$ cat config.mk
export PLATFORM = sky130hd
export DESIGN_NAME = uart_tx_ctrl
export DESIGN_NICKNAME = d
export VERILOG_FILES = /design/src/rtl/uart_tx_pkg.sv /design/src/rtl/uart_parity_calc.sv /design/src/rtl/uart_tx_ctrl.sv
export SDC_FILE = /design/constraint.sdc
export NUM_CORES = 1
export LEC_CHECK = 0
export CAP_MARGIN = 20
export CORE_MARGIN = 4
export CORE_UTILIZATION = 39
export CTS_CLUSTER_SIZE = 25
export DETAILED_ROUTE_END_ITERATION = 8
export GPL_TIMING_DRIVEN = 0
export HOLD_SLACK_MARGIN = 0.03
export PLACE_DENSITY = 0.67
export SLEW_MARGIN = 20
export SYNTH_ARGS = -nofsm -noshare
export SYNTH_HDL_FRONTEND = slang
export SYNTH_SLANG_ARGS = --single-unit
export TNS_END_PERCENT = 1
$ cat constraint.sdc
create_clock -name CLK -period 4.8 [get_ports CLK]
set_input_delay 0.48 -clock CLK [delete_from_list [all_inputs] [get_ports CLK]]
set_output_delay 0.48 -clock CLK [all_outputs]
set_load 0.02 [all_outputs]
$ cat src/rtl/uart_tx_pkg.sv
// Shared definitions for the UART transmit frame controller: FSM state
// encoding, line-level bit constants, parity type codes and the byte width.
package uart_tx_pkg;

  localparam int UART_DATA_W = 8;

  // Parity type codes as seen on the PAR_TYP input.
  localparam logic PAR_EVEN = 1'b0;
  localparam logic PAR_ODD  = 1'b1;

  // Line levels for the framing bits.
  localparam logic START_BIT = 1'b0;
  localparam logic STOP_BIT  = 1'b1;

  // Frame sequencer states. STOP2 is only reachable when the second stop
  // bit option is compiled in.
  typedef enum logic [2:0] {
    IDLE   = 3'd0,
    START  = 3'd1,
    DATA   = 3'd2,
    PARITY = 3'd3,
    STOP   = 3'd4,
    STOP2  = 3'd5
  } tx_state_t;

endpackage

$ cat src/rtl/uart_parity_calc.sv
// Parity generator for one UART frame byte. Even parity makes the total
// count of ones (data plus parity bit) even; odd parity makes it odd.
module uart_parity_calc
  import uart_tx_pkg::*;
(
  input  logic [UART_DATA_W-1:0] data,
  input  logic                   par_typ,
  output logic                   parity
);

  // Reduction XOR gives the even-parity bit; odd parity is its inverse.
  always_comb begin
    parity = (par_typ == PAR_ODD) ? ~^data : ^data;
  end

endmodule

$ cat src/rtl/uart_tx_ctrl.sv
// UART transmit frame controller.
//
// Buffers one byte from the source, then sequences an external 8-bit
// serializer to put start, data (LSB first), optional parity and stop bits
// onto TX_OUT, one bit per CLK cycle.
//
// Handshake: a byte moves from the source into the hold register on every
// rising CLK edge where Data_Valid && accept. accept is high exactly when the
// hold register is empty; while accept is low the source keeps P_DATA and
// Data_Valid stable.
//
// Optional build macro UART_TX_STOP2_EN: adds the STOP2 input (latched at
// frame start) that appends a second stop bit to the frame.
//
// Debug visibility: the FSM state lives in the `state` signal (type
// uart_tx_pkg::tx_state_t) for checkers bound to this module.
module uart_tx_ctrl
  import uart_tx_pkg::*;
#(
  parameter int DATA_WIDTH = 8,
  parameter int MIN_GAP    = 0
) (
  input  logic                   CLK,
  input  logic                   RST,
  input  logic [UART_DATA_W-1:0] P_DATA,
  input  logic                   Data_Valid,
  input  logic                   PAR_EN,
  input  logic                   PAR_TYP,
`ifdef UART_TX_STOP2_EN
  input  logic                   STOP2,
`endif
  input  logic                   ser_done,
  input  logic                   ser_data,
  output logic                   ser_en,
  output logic [UART_DATA_W-1:0] ser_pdata,
  output logic                   accept,
  output logic                   busy,
  output logic                   TX_OUT
);

  // The serializer's bit counter is hard-wired to eight bits.
  if (DATA_WIDTH != UART_DATA_W) begin : g_width_check
    $error("uart_tx_ctrl: DATA_WIDTH must be 8");
  end

  // Gap counter just wide enough to hold MIN_GAP.
  localparam int GAP_W = (MIN_GAP > 1) ? $clog2(MIN_GAP + 1) : 1;
  localparam logic [GAP_W-1:0] GAP_LOAD = GAP_W'(MIN_GAP);

  tx_state_t              state;
  tx_state_t              state_next;

  logic [UART_DATA_W-1:0] hold_q;
  logic                   hold_full;
  logic [UART_DATA_W-1:0] frame_q;
  logic                   par_en_q;
  logic                   par_typ_q;
  logic [GAP_W-1:0]       gap_q;
  logic                   xfer;
  logic                   pop;
  logic                   gap_load;
  logic                   par_bit;
`ifdef UART_TX_STOP2_EN
  logic                   stop2_q;
`endif

  assign accept    = !hold_full;
  assign xfer      = Data_Valid && accept;
  // A frame starts (and the hold register empties) on IDLE -> START.
  assign pop       = (state == IDLE) && (state_next == START);
  // Every return to IDLE from a frame arms the inter-frame gap.
  assign gap_load  = (state != IDLE) && (state_next == IDLE);
  assign ser_pdata = frame_q;

  uart_parity_calc u_parity (
    .data    (frame_q),
    .par_typ (par_typ_q),
    .parity  (par_bit)
  );

  // State register; reset forces the line idle in the cycle it is taken.
  always_ff @(posedge CLK) begin
    if (RST) begin
      state <= IDLE;
    end else begin
      state <= state_next;
    end
  end

  // Next-state logic: one cycle per framing bit, DATA lasts until ser_done.
  always_comb begin
    state_next = state;
    case (state)
      IDLE: begin
        if (hold_full && (gap_q == '0)) begin
          state_next = START;
        end
      end
      START: begin
        state_next = DATA;
      end
      DATA: begin
        if (ser_done) begin
          state_next = par_en_q ? PARITY : STOP;
        end
      end
      PARITY: begin
        state_next = STOP;
      end
      STOP: begin
`ifdef UART_TX_STOP2_EN
        state_next = stop2_q ? uart_tx_pkg::STOP2 : IDLE;
`else
        state_next = IDLE;
`endif
      end
`ifdef UART_TX_STOP2_EN
      uart_tx_pkg::STOP2: begin
        state_next = IDLE;
      end
`endif
      default: begin
        state_next = IDLE;
      end
    endcase
  end

  // Output decode: line level, serializer enable and busy flag.
  always_comb begin
    TX_OUT = STOP_BIT;
    ser_en = 1'b0;
    busy   = (state != IDLE);
    case (state)
      START: begin
        TX_OUT = START_BIT;
        ser_en = 1'b1;
      end
      DATA: begin
        TX_OUT = ser_data;
        // Dropping enable with bit 7 lets the serializer clear and idle high.
        ser_en = !ser_done;
      end
      PARITY: begin
        TX_OUT = par_bit;
      end
      default: begin
        TX_OUT = STOP_BIT;
        ser_en = 1'b0;
      end
    endcase
  end

  // Hold register: filled by the handshake, emptied by a frame start.
  always_ff @(posedge CLK) begin
    if (RST) begin
      hold_q    <= '0;
      hold_full <= 1'b0;
    end else begin
      if (xfer) begin
        hold_q    <= P_DATA;
        hold_full <= 1'b1;
      end else if (pop) begin
        hold_full <= 1'b0;
      end
    end
  end

  // Frame register and per-frame options, captured only at frame start.
  always_ff @(posedge CLK) begin
    if (RST) begin
      frame_q   <= '0;
      par_en_q  <= 1'b0;
      par_typ_q <= PAR_EVEN;
`ifdef UART_TX_STOP2_EN
      stop2_q   <= 1'b0;
`endif
    end else if (pop) begin
      frame_q   <= hold_q;
      par_en_q  <= PAR_EN;
      par_typ_q <= PAR_TYP;
`ifdef UART_TX_STOP2_EN
      stop2_q   <= STOP2;
`endif
    end
  end

  // Inter-frame gap: loaded when a frame ends, counts down while idle.
  always_ff @(posedge CLK) begin
    if (RST) begin
      gap_q <= '0;
    end else if (gap_load) begin
      gap_q <= GAP_LOAD;
    end else if ((state == IDLE) && (gap_q != '0)) begin
      gap_q <= gap_q - 1'b1;
    end
  end

endmodule

# Word-level counts from Yosys, hierarchy flattened
# Index checks and enable logic that the tools add are counted.
[classes]
n_mux = 9
bitwise = 1
reduce_logical = 14
n_addsub = 1
eq_ne = 4
[op_table]
columns = ["cell", "n"]
rows = [
  ["$pmux W3 S4", 1],
  ["$mux W3", 3],
  ["$reduce_xnor A8 Y1", 1],
  ["$reduce_xor A8 Y1", 1],
  ["$eq A3 B1 Y1 const B", 2],
  ["$eq A3 B2 Y1 const B", 2],
  ["$logic_not A3 Y1", 2],
  ["$logic_and A1 B1 Y1", 5],
  ["$mux W1", 3],
  ["$pmux W1 S3", 1],
  ["$reduce_bool A3 Y1", 1],
  ["$logic_not A1 Y1", 2],
  ["$pmux W1 S2", 1],
  ["$reduce_bool A2 Y1", 1],
  ["$reduce_or A2 Y1", 1],
  ["$not A1 Y1", 1],
  ["$sub A1 B1 Y1 const B", 1],
]
[word_totals]
ff_bits = 23
input_bits = 15
wordCells = 36

# Longest topological paths before layout
# Gate-level depths: netlist (run 1).
[depth]
ltp_word = 8
depth_mapped = 6
depth_no_buf = 4

# Hierarchy
# Synthesis (run 1) repeated with hierarchy kept, for this count alone.
[unflattened]
cells_unflattened = 118
area_unflattened_um2 = 1071.0
[modules_own_cells]
columns = ["module", "area_each_um2", "instances", "cells_per_inst"]
rows = [
  ["uart_tx_ctrl", 988.4, 1, 111],
  ["uart_parity_calc", 82.6, 1, 7],
]

# Worst setup path before layout (run 1)
# OpenSTA, ideal clock, no wires.
[synth_path]
path_kind = "register to output"
start = "register frame_q[3] (netlist: ser_pdata[3])"
end = "output port TX_OUT"
stages_incl_launch_ff = 4
path_buffers = 0
path_slack_ns = 2.891
arrival_ns = 1.429
path_cell_list = "dfxtp_1 > xor2_1 > xnor3_1 > o211ai_1"
[synth_between]
elab_chain_len = 3
[synth_lines]
columns = ["element", "line", "rtl"]
rows = [
  ["from (decl)", "uart_tx_ctrl.sv:55", "logic [UART_DATA_W-1:0] frame_q;"],
  ["from (signal assigned)", "uart_tx_ctrl.sv:178", "frame_q <= hold_q;"],
  ["$reduce_xor A8 Y1 / $reduce_xnor A8 Y1 (equally long branches)", "uart_parity_calc.sv:13", "parity = (par_typ == PAR_ODD) ? ~^data : ^data;"],
  ["$mux W1 (*)", "uart_parity_calc.sv:13", ""],
  ["$pmux W1 S3 (*)", "uart_tx_ctrl.sv:133", "case (state)"],
  ["to (decl)", "uart_tx_ctrl.sv:38", "output logic TX_OUT"],
]
# Mark *: on every way between the ends. The rest lies on a longest branch, timed or not.

# Worst setup path in the final report (run 1)
[layout_path]
start = "register frame_q[4] (netlist: ser_pdata[4])"
end = "output port TX_OUT"
# The elaborated chain is that of the path after synthesis.

==> results of run 1 <==
-- routing by layer --
layer	global-route usage (%)	share of wire [%]	routed length, um
met5	0	0	0
met4	6.62	0.65	13
met3	2.45	4.1	83
met2	24.0	51	1030
met1	13.7	44	878
-- cell families (layout without fill, tap and decap cells) --
kind of cell	after synthesis	after routing
AND/OR/NAND/NOR	40	40
flip-flops	23	23
AO/OA/AOI/OAI	17	17
multiplexers	10	10
buffers and inverters	9	39
XOR/XNOR	6	6
-- stage by stage --
step           power, W  area, um2  instances
6_report       0.000371       1280        163
5_1_grt        0.000391       1280        163
4_1_cts        0.000377       1280        163
3_5_place_dp   0.000288       1260        159
3_3_place_gp   0.000287       1260        159
2_1_floorplan  0.000257        963        105
-- cells in the mapped netlist --
cell type  instances  area share, %
clkbuf_1           3            1.2
nor4b_1            1           0.91
o211ai_1           1           0.78
nand3_1            2            1.0
a211oi_1           1           0.78
or3_1              1           0.65
dfxtp_1           23             48
o21ai_0            2            1.0
a21oi_1           11            5.7
xnor3_1            1            2.3
nor3_1             1           0.52
nor2b_1            2            1.3
buf_6              1            1.2
mux2i_1           10             10
or3_4              1            1.2
nor2_1            12            4.7
nand2_1           18            7.0
xnor2_1            3            2.7
a211oi_2           1            1.3
nand2b_1           1           0.65
inv_1              4            1.6
o21ai_1            1           0.52
xor2_1             2            1.8
nand4b_1           1           0.91
buf_12             1            2.1
-- power groups by stage --
stage | registers (W) | clock network, W | logic [W]
2_1_floorplan | 0.000213 | 0 | 0.0000447
3_3_place_gp | 0.000212 | 0 | 0.0000750
3_5_place_dp | 0.000212 | 0 | 0.0000762
4_1_cts | 0.000208 | 0.0000923 | 0.0000767
5_1_grt | 0.000209 | 0.000100 | 0.0000816
6_report | 0.000208 | 0.0000875 | 0.0000758
-- registers in the layout, indices dropped and copies added (netlist names) --
register and flops:
hold_full 1, par_typ_q 1, hold_q 8, state 3
par_en_q 1, gap_q 1, ser_pdata 8
-- worst min-delay path, cell delays in order (launching register included) --
cell	delay, ns
dfxtp_1	0.33
nand2_1	0.05
a21oi_1	0.05
-- final cells by class --
| cell class | instances | area share, % |
|---|---|---|
| flip-flops and latches | 23 | 35.8 |
| well taps | 28 | 2.73 |
| clock buffers | 4 | 2.04 |
| inverters | 4 | 1.17 |
| multi-input cells | 73 | 34.7 |
| repair buffers | 26 | 20.3 |
| plain buffers | 5 | 3.31 |
-- how the worst max path moves through the flow --
stage / cells after the start / startpoint / end
2_1_floorplan: 3 / ser_pdata[3] / TX_OUT
3_3_place_gp: 6 / ser_data / TX_OUT
3_5_place_dp: 6 / ser_data / TX_OUT
4_1_cts: 4 / ser_pdata[4] / TX_OUT
5_1_grt: 4 / ser_pdata[4] / TX_OUT
6_report: 4 / ser_pdata[4] / TX_OUT
==> results.txt, run 1 <==
The sink count of the clock tree came out at 23. Setup repair after global routing left no endpoint under its margin. The DRC violations left came out at 0. The share of total power in sequential cells is 56.0%. The effective utilization at floorplan is 42.3%. The top-level I/O count is 27. The post-synthesis cell count came out at 105.

The startpoint identified for the worst register-to-register timing path is state[2]. The net switching power is 0.0000966 W. Before CTS, the worst setup slack after placement is 2.44 ns.

The run finished with clean final reports. The top achievable clock speed is 381 MHz. The worst-case reg-to-reg path depth is 6. The share of the clock period used by the worst path came out at 54.7%. Cells with a size suffix above 1 make up 5.19% of the layout. The tool flagged a number of max-cap violations equal to 0.

The switching power as a share of total power is 26.0%. VDD sags by at most 0.165 mV. The average footprint of a synthesized cell is 9.18 um2.

The via count of the first global-routing pass came to 816. Summed over all failing endpoints, the final setup total negative slack is 0 ns. The fraction of the mapped netlist area in compound gates came out at 10.1%.

The maximum root-to-sink buffer count is 2. Clock-pin slew was measured on the worst setup and hold paths at 0.12 ns. The number of distinct library cells after synthesis came out at 25.

After synthesis, the largest family of logic cells by area is simple AND/OR/NAND/NOR gates. The hold-critical path depth is 2. The starting DRC count in detailed routing is 9. For this design, the CTS-stage hold fixing added 0 buffers. The total length of routed wires is 2010 um. The synthesized-area fraction occupied by xor and xnor cells came out at 6.88%. The slowest stage of the critical path is the clkdlybuf4s50_1 cell. The number of antenna violations at the first check in global routing came to 0. The share of total power dissipated in combinational logic is 20.4%. The proportion of synthesized chip area in sequential cells came out at 47.8%.

The required arrival time at the worst endpoint is 4.32 ns. After Yosys synthesis, and, or, nand and nor cells account for 18.8% of the synthesized area. The clock network accounts for 23.6% of the total power. The worst hold slack came out at 0.466 ns. The final-report setup violation count is 0. STA classifies the critical path endpoint as a primary output. After legalization and detailed placement, the total HPWL measured 1470 um. The die is 57.7 um wide. The final period demand of the worst path is 2.63 ns. The vias after detailed routing came out at 782. The total routing resource utilization after global routing is 12.9%. Summing all multi-input logic gate instances after layout gives 445 um2. The worst min-delay path category is flop to flop. The signal on the critical path passes through xor2_1 > xnor3_1 > o211ai_1 > clkdlybuf4s50_1.

The number of hold violations in the final report is 0. In this run the most critical hold path is launched from hold_q[4]. The area taken by flip-flops and latches came out at 460 um2. The total overflow left after global routing is 0. The core area is 0.00228 mm2. The die footprint came out at 0.00333 mm2. The path type of the worst setup path is flop to primary output.

The number of setup buffers added after CTS is 0. TritonCTS built the clock tree. In this design, the largest share of critical-path delay is due to buffers and inverters. The minimum setup slack among reg-to-reg paths is 3.07 ns.

The net total in the final layout came out at 151. Measured along the y axis, the die boundary spans 57.7 um. After layout, the worst setup slack is 2.17 ns. The count of buffers added on input and output ports is 26. The worst relative slew slack came out at 69.6%. The sum of buffers and inverters on the critical path is 1. The number of nets with antenna violations after routing is 0.

The clock skew after layout is 0.00378 ns. The total of fill cells in the finished design is 215. The top cell types in the final layout, fill and taps aside, are 26 x clkdlybuf4s50_1, 23 x dfxtp_1, 18 x nand2_1, 12 x nor2_1, 11 x a21oi_1. The slew at the pin closest to its max-slew limit came out at 0.455 ns. The pin count of the biggest net entering global routing came out at 13. The number of resized instances in the post-cts repair step is 0. The detailed-route wire length per cell came out at 12.3 um. In this run the critical register-to-register path is captured at ser_pdata[3]. 0 antenna diodes ended up in the layout. The final core utilization came out at 56.5%. After Yosys synthesis, full adders, half adders and majority gates account for 0% of the synthesized area. The number of placement rows came out at 17. The worst endpoint data arrival time came out at 2.15 ns.

The delay of the slowest critical-path stage came out at 0.64 ns. The design internal power came out at 0.000274 W. The max-slew violation total from the final report is 0. After detailed routing, the number of vias per cell comes to 4.80.

The maximum level of the CTS H-tree came out at 1. For hold timing, the worst endpoint is hold_q[4]. Routability-driven placement finished with a final weighted congestion of 0.671. The worst setup path is launched from a flop. The layout overhead on the synthesized area is 33.4%. Before antenna repair, the detailed router went through 4 iterations. The root buffer cell chosen for the clock tree is clkbuf_4. Measured against the total synthesized area, the mux share comes to 10.4%. The clock latency at the later pin of the worst-skew pair is 0.30 ns. The leakage power total came out at 0.543 nW. The power per unit of standard cell area came out at 289 mW/mm2.

The post-synth net total came out at 120. The synthesized design contains 23 register bits. The synthesized cell area is 963 um2.

The total CTS buffers is 3. Of all nets on the critical path, the largest fanout is 3. Yosys printed 0 warnings. The wire length of the first global-routing pass came out at 3360 um. The library cell used most frequently in the layout, excluding fill and tap cells, is clkdlybuf4s50_1.
Note: power is estimated with default switching activity, not from simulation.
==> run 2, diff against run 1 <==
==> constraint.sdc (replaced) <==
create_clock -name CLK -period 2.6 [get_ports CLK]
set_input_delay 0.26 -clock CLK [delete_from_list [all_inputs] [get_ports CLK]]
set_output_delay 0.26 -clock CLK [all_outputs]
set_load 0.02 [all_outputs]
==> results of run 2 <==
The final DEF is identical to that of run 1. Status: completed.
Among the figures that moved: setup slack after placement 2.44 ns -> 0.575 ns; setup slack after layout 2.17 ns -> 0.193 ns; register-to-register setup slack 3.07 ns -> 0.87 ns; total power 0.000371 W -> 0.000685 W; worst IR drop on VDD 0.165 mV -> 0.305 mV
==> run 3, diff against run 2 <==
--- a/config.mk
+++ b/config.mk
@@ -5,14 +5,15 @@
 export SDC_FILE = /design/constraint.sdc
 export NUM_CORES = 1
 export LEC_CHECK = 0
+export ABC_CLOCK_PERIOD_IN_PS = 2600
 export CAP_MARGIN = 20
 export CORE_MARGIN = 4
 export CORE_UTILIZATION = 39
 export CTS_CLUSTER_SIZE = 25
 export DETAILED_ROUTE_END_ITERATION = 8
 export GPL_TIMING_DRIVEN = 0
-export HOLD_SLACK_MARGIN = 0.03
 export PLACE_DENSITY = 0.67
+export RECOVER_POWER = 50
 export SLEW_MARGIN = 20
 export SYNTH_ARGS = -nofsm -noshare
 export SYNTH_HDL_FRONTEND = slang
==> run 3 against run 2 <==
Against the previous run: combinational power is essentially flat; count of clock-buffer cells in the layout is the same; sequential share of layout area grew 0.10 points; sequential power is essentially flat; clock skew grew 0.0011 ns; fmax grew 0.25%; first-iteration DRC count is the same; largest cell class unchanged.
==> results.txt, run 3 (synthesized netlist as in run 1, its figures left out) <==
Run status: completed (unchanged). The required arrival time at the worst endpoint came out at 2.34 ns (about the same). Unrepaired setup endpoints after global routing: no (unchanged).

The number of placement rows came to 17 (unchanged). The HPWL after detailed placement is 1470 um (unchanged). The number of resized instances in the post-cts repair step came out at 0 (unchanged). The net total in the final layout came out at 151 (unchanged).

The instance count after placement with tap cells included came out at 159 (unchanged). The hold buffer count at CTS is 0 (unchanged). The share of the clock period used by the worst path was 92.4% (was 92.6%). The TritonCTS clock tree was built (unchanged). The share of total power in sequential cells came out at 56.3% (was 56.0%).

The delay of the slowest critical-path stage is 0.64 ns (about the same). The worst min-delay path category was flop to flop (unchanged). The category of the worst setup path capture point was a primary output (unchanged). The maximum level of the CTS H-tree is 1 (unchanged). The combinational cell fraction of total power came out at 20.1% (was 20.4%).

The area of the multi-input gates came out at 442 um2 (was 445 um2). The final-report setup violation count came to 0 (unchanged). The wire length of the first global-routing pass came to 3360 um (unchanged). The clock latency at the later pin of the worst-skew pair came out at 0.30 ns (about the same). The number of nets with antenna violations after routing is 0 (unchanged). The total length of routed wires is 1990 um (was 2010 um). The worst relative slew slack came to 69.7% (was 69.6%).

The total negative slack came out at 0 ns (unchanged). The total CTS buffers was 3 (unchanged). The clock tree root driver cell is clkbuf_4 (unchanged).

The top-level I/O count was 27 (unchanged). The total of fill cells in the finished design came to 217 (was 215). The vias after detailed routing came to 781 (was 782). The final weighted congestion in routability-driven placement is 0.671 (unchanged).

The starting DRC count in detailed routing came out at 9 (unchanged). The switching power as a share of total power came out at 26.0% (about the same). Critical-path cell list: xor2_1 > xnor3_1 > o211ai_1 > clkdlybuf4s50_1 (unchanged). The power per unit of standard cell area is 532 mW/mm2 (was 533 mW/mm2). The maximum root-to-sink buffer count is 2 (unchanged). The total overflow reported by the global router came out at 0 (unchanged). The leakage power total is 0.561 nW (was 0.543 nW). The clock network fraction of design power came out at 23.6% (about the same). The detailed-routing iteration count for the pre-antenna-repair pass is 4 (unchanged). The area taken by flip-flops and latches is 460 um2 (unchanged).

The via count of the first global-routing pass came out at 816 (unchanged). The power consumption came out at 0.000681 W (was 0.000685 W). The net switching power is 0.000177 W (was 0.000178 W). The clock skew after layout came out at 0.00492 ns (was 0.00378 ns). The slew at the pin closest to its max-slew limit is 0.455 ns (about the same). The number of setup buffers added after CTS came out at 0 (unchanged). The die footprint is 0.00333 mm2 (unchanged). The layout overhead on the synthesized area was 33.0% (was 33.4%).

The share of post-route cells with drive strength above 1 came out at 5.19% (unchanged). The number of max-cap violations is 0 (unchanged). The die span in y is 57.7 um (unchanged). The width of the die came out at 57.7 um (unchanged). The register clock-pin slew on the reported worst setup and hold paths is 0.12 ns (about the same).

The via density per instance is 4.79 (was 4.80). The peak ir drop on the vdd network was 0.303 mV (was 0.305 mV). The top achievable clock speed is 416 MHz (was 415 MHz). The detailed-route wire length per cell came out at 12.2 um (was 12.3 um). The kind of launch point of the worst setup path is a flop (unchanged).

The cell with the largest stage delay on the worst path was clkdlybuf4s50_1 (unchanged). The antenna diode count came out at 0 (unchanged). The most common library cell in the layout ignoring fill and taps is dfxtp_1 (was clkdlybuf4s50_1). The core area came out at 0.00228 mm2 (unchanged).

The number of antenna violations at the first check in global routing came out at 0 (unchanged). The max-slew violation total from the final report came out at 0 (unchanged). The final core utilization came out at 56.3% (was 56.5%). The worst endpoint data arrival time is 2.14 ns (was 2.15 ns).

Commonest cells after routing, fill and taps aside: 23 x dfxtp_1, 19 x clkdlybuf4s50_1, 18 x nand2_1, 12 x nor2_1, 11 x a21oi_1 (was 26 x clkdlybuf4s50_1, 23 x dfxtp_1, 18 x nand2_1, 12 x nor2_1, 11 x a21oi_1). The final period demand of the worst path was 2.40 ns (was 2.41 ns). The total routing resource utilization after global routing is 12.9% (unchanged). The number of hold violations in the final report is 0 (unchanged). The number of non-filler instances in the completed layout is 163 (unchanged). The DRC violations left is 0 (unchanged). The effective utilization at floorplan is 42.3% (unchanged).

The count of buffers inserted at the top-level ports is 26 (unchanged). The worst hold slack is 0.466 ns (about the same). The pin count of the biggest net entering global routing is 13 (unchanged).

The sink count of the clock tree was 23 (unchanged). The design internal power was 0.000504 W (was 0.000507 W). The largest fanout on the critical path is 3 (unchanged). The path type of the worst setup path was flop to primary output (unchanged).
-- run 3: cell count changes in the layout (fill, tap and decap cells not counted) --
cell and delta:
or3_2 +1, clkdlybuf4s50_1 -7, dlygate4sd3_1 +7, or3_4 -1
-- run 3: final cells by class --
type | instances | share of cell area [%]
Multi-Input combinational cell | 73 | 34.5
Inverter | 4 | 1.17
Sequential cell | 23 | 35.9
Clock buffer | 4 | 2.05
Timing Repair Buffer | 26 | 20.3
Buffer | 5 | 3.32
Tap cell | 28 | 2.73
-- run 3: metal layers --
metal  track usage [%]  up-vias  wire [um]
met1              13.7      357        868
li1                  -      410          -
met4              6.62        0         13
met2              24.0       12       1030
met5                 0        -          0
met3              2.45        2         83
-- run 3: through the flow --
stage	area [um2]	worst slack [ns]
global placement	1260	0.539
detailed placement	1260	0.575
finish	1280	0.198
floorplan	963	0.911
global route	1280	0.0789
CTS	1280	0.171
-- run 3: final timing paths --
check                    start      endpoint  slack [ns]  depth (start not counted)
hold / removal       hold_q[4]     hold_q[4]        0.47                          2
setup / recovery  ser_pdata[4]        TX_OUT        0.20                          4
setup reg to reg      state[2]  ser_pdata[3]        0.77                          6
hold reg to reg      hold_q[4]     hold_q[4]        0.47                          2
-- run 3: power by group through the flow --
| stage | logic, W | clock network [W] | registers (W) |
|---|---|---|---|
| floorplan | 0.0000826 | 0 | 0.000392 |
| global placement | 0.000138 | 0 | 0.000391 |
| detailed placement | 0.000141 | 0 | 0.000392 |
| CTS | 0.000142 | 0.000170 | 0.000384 |
| global route | 0.000148 | 0.000185 | 0.000386 |
| finish | 0.000137 | 0.000161 | 0.000383 |
-- run 3: worst max-delay path, delay by kind of cell, from the launching register on --
family                    cells  cell delay [ns]
AOI/OAI and AO/OA             1             0.22
xor gates and xnor gates      2             0.60
DFF                           1             0.39
buffers and inverters         1             0.64
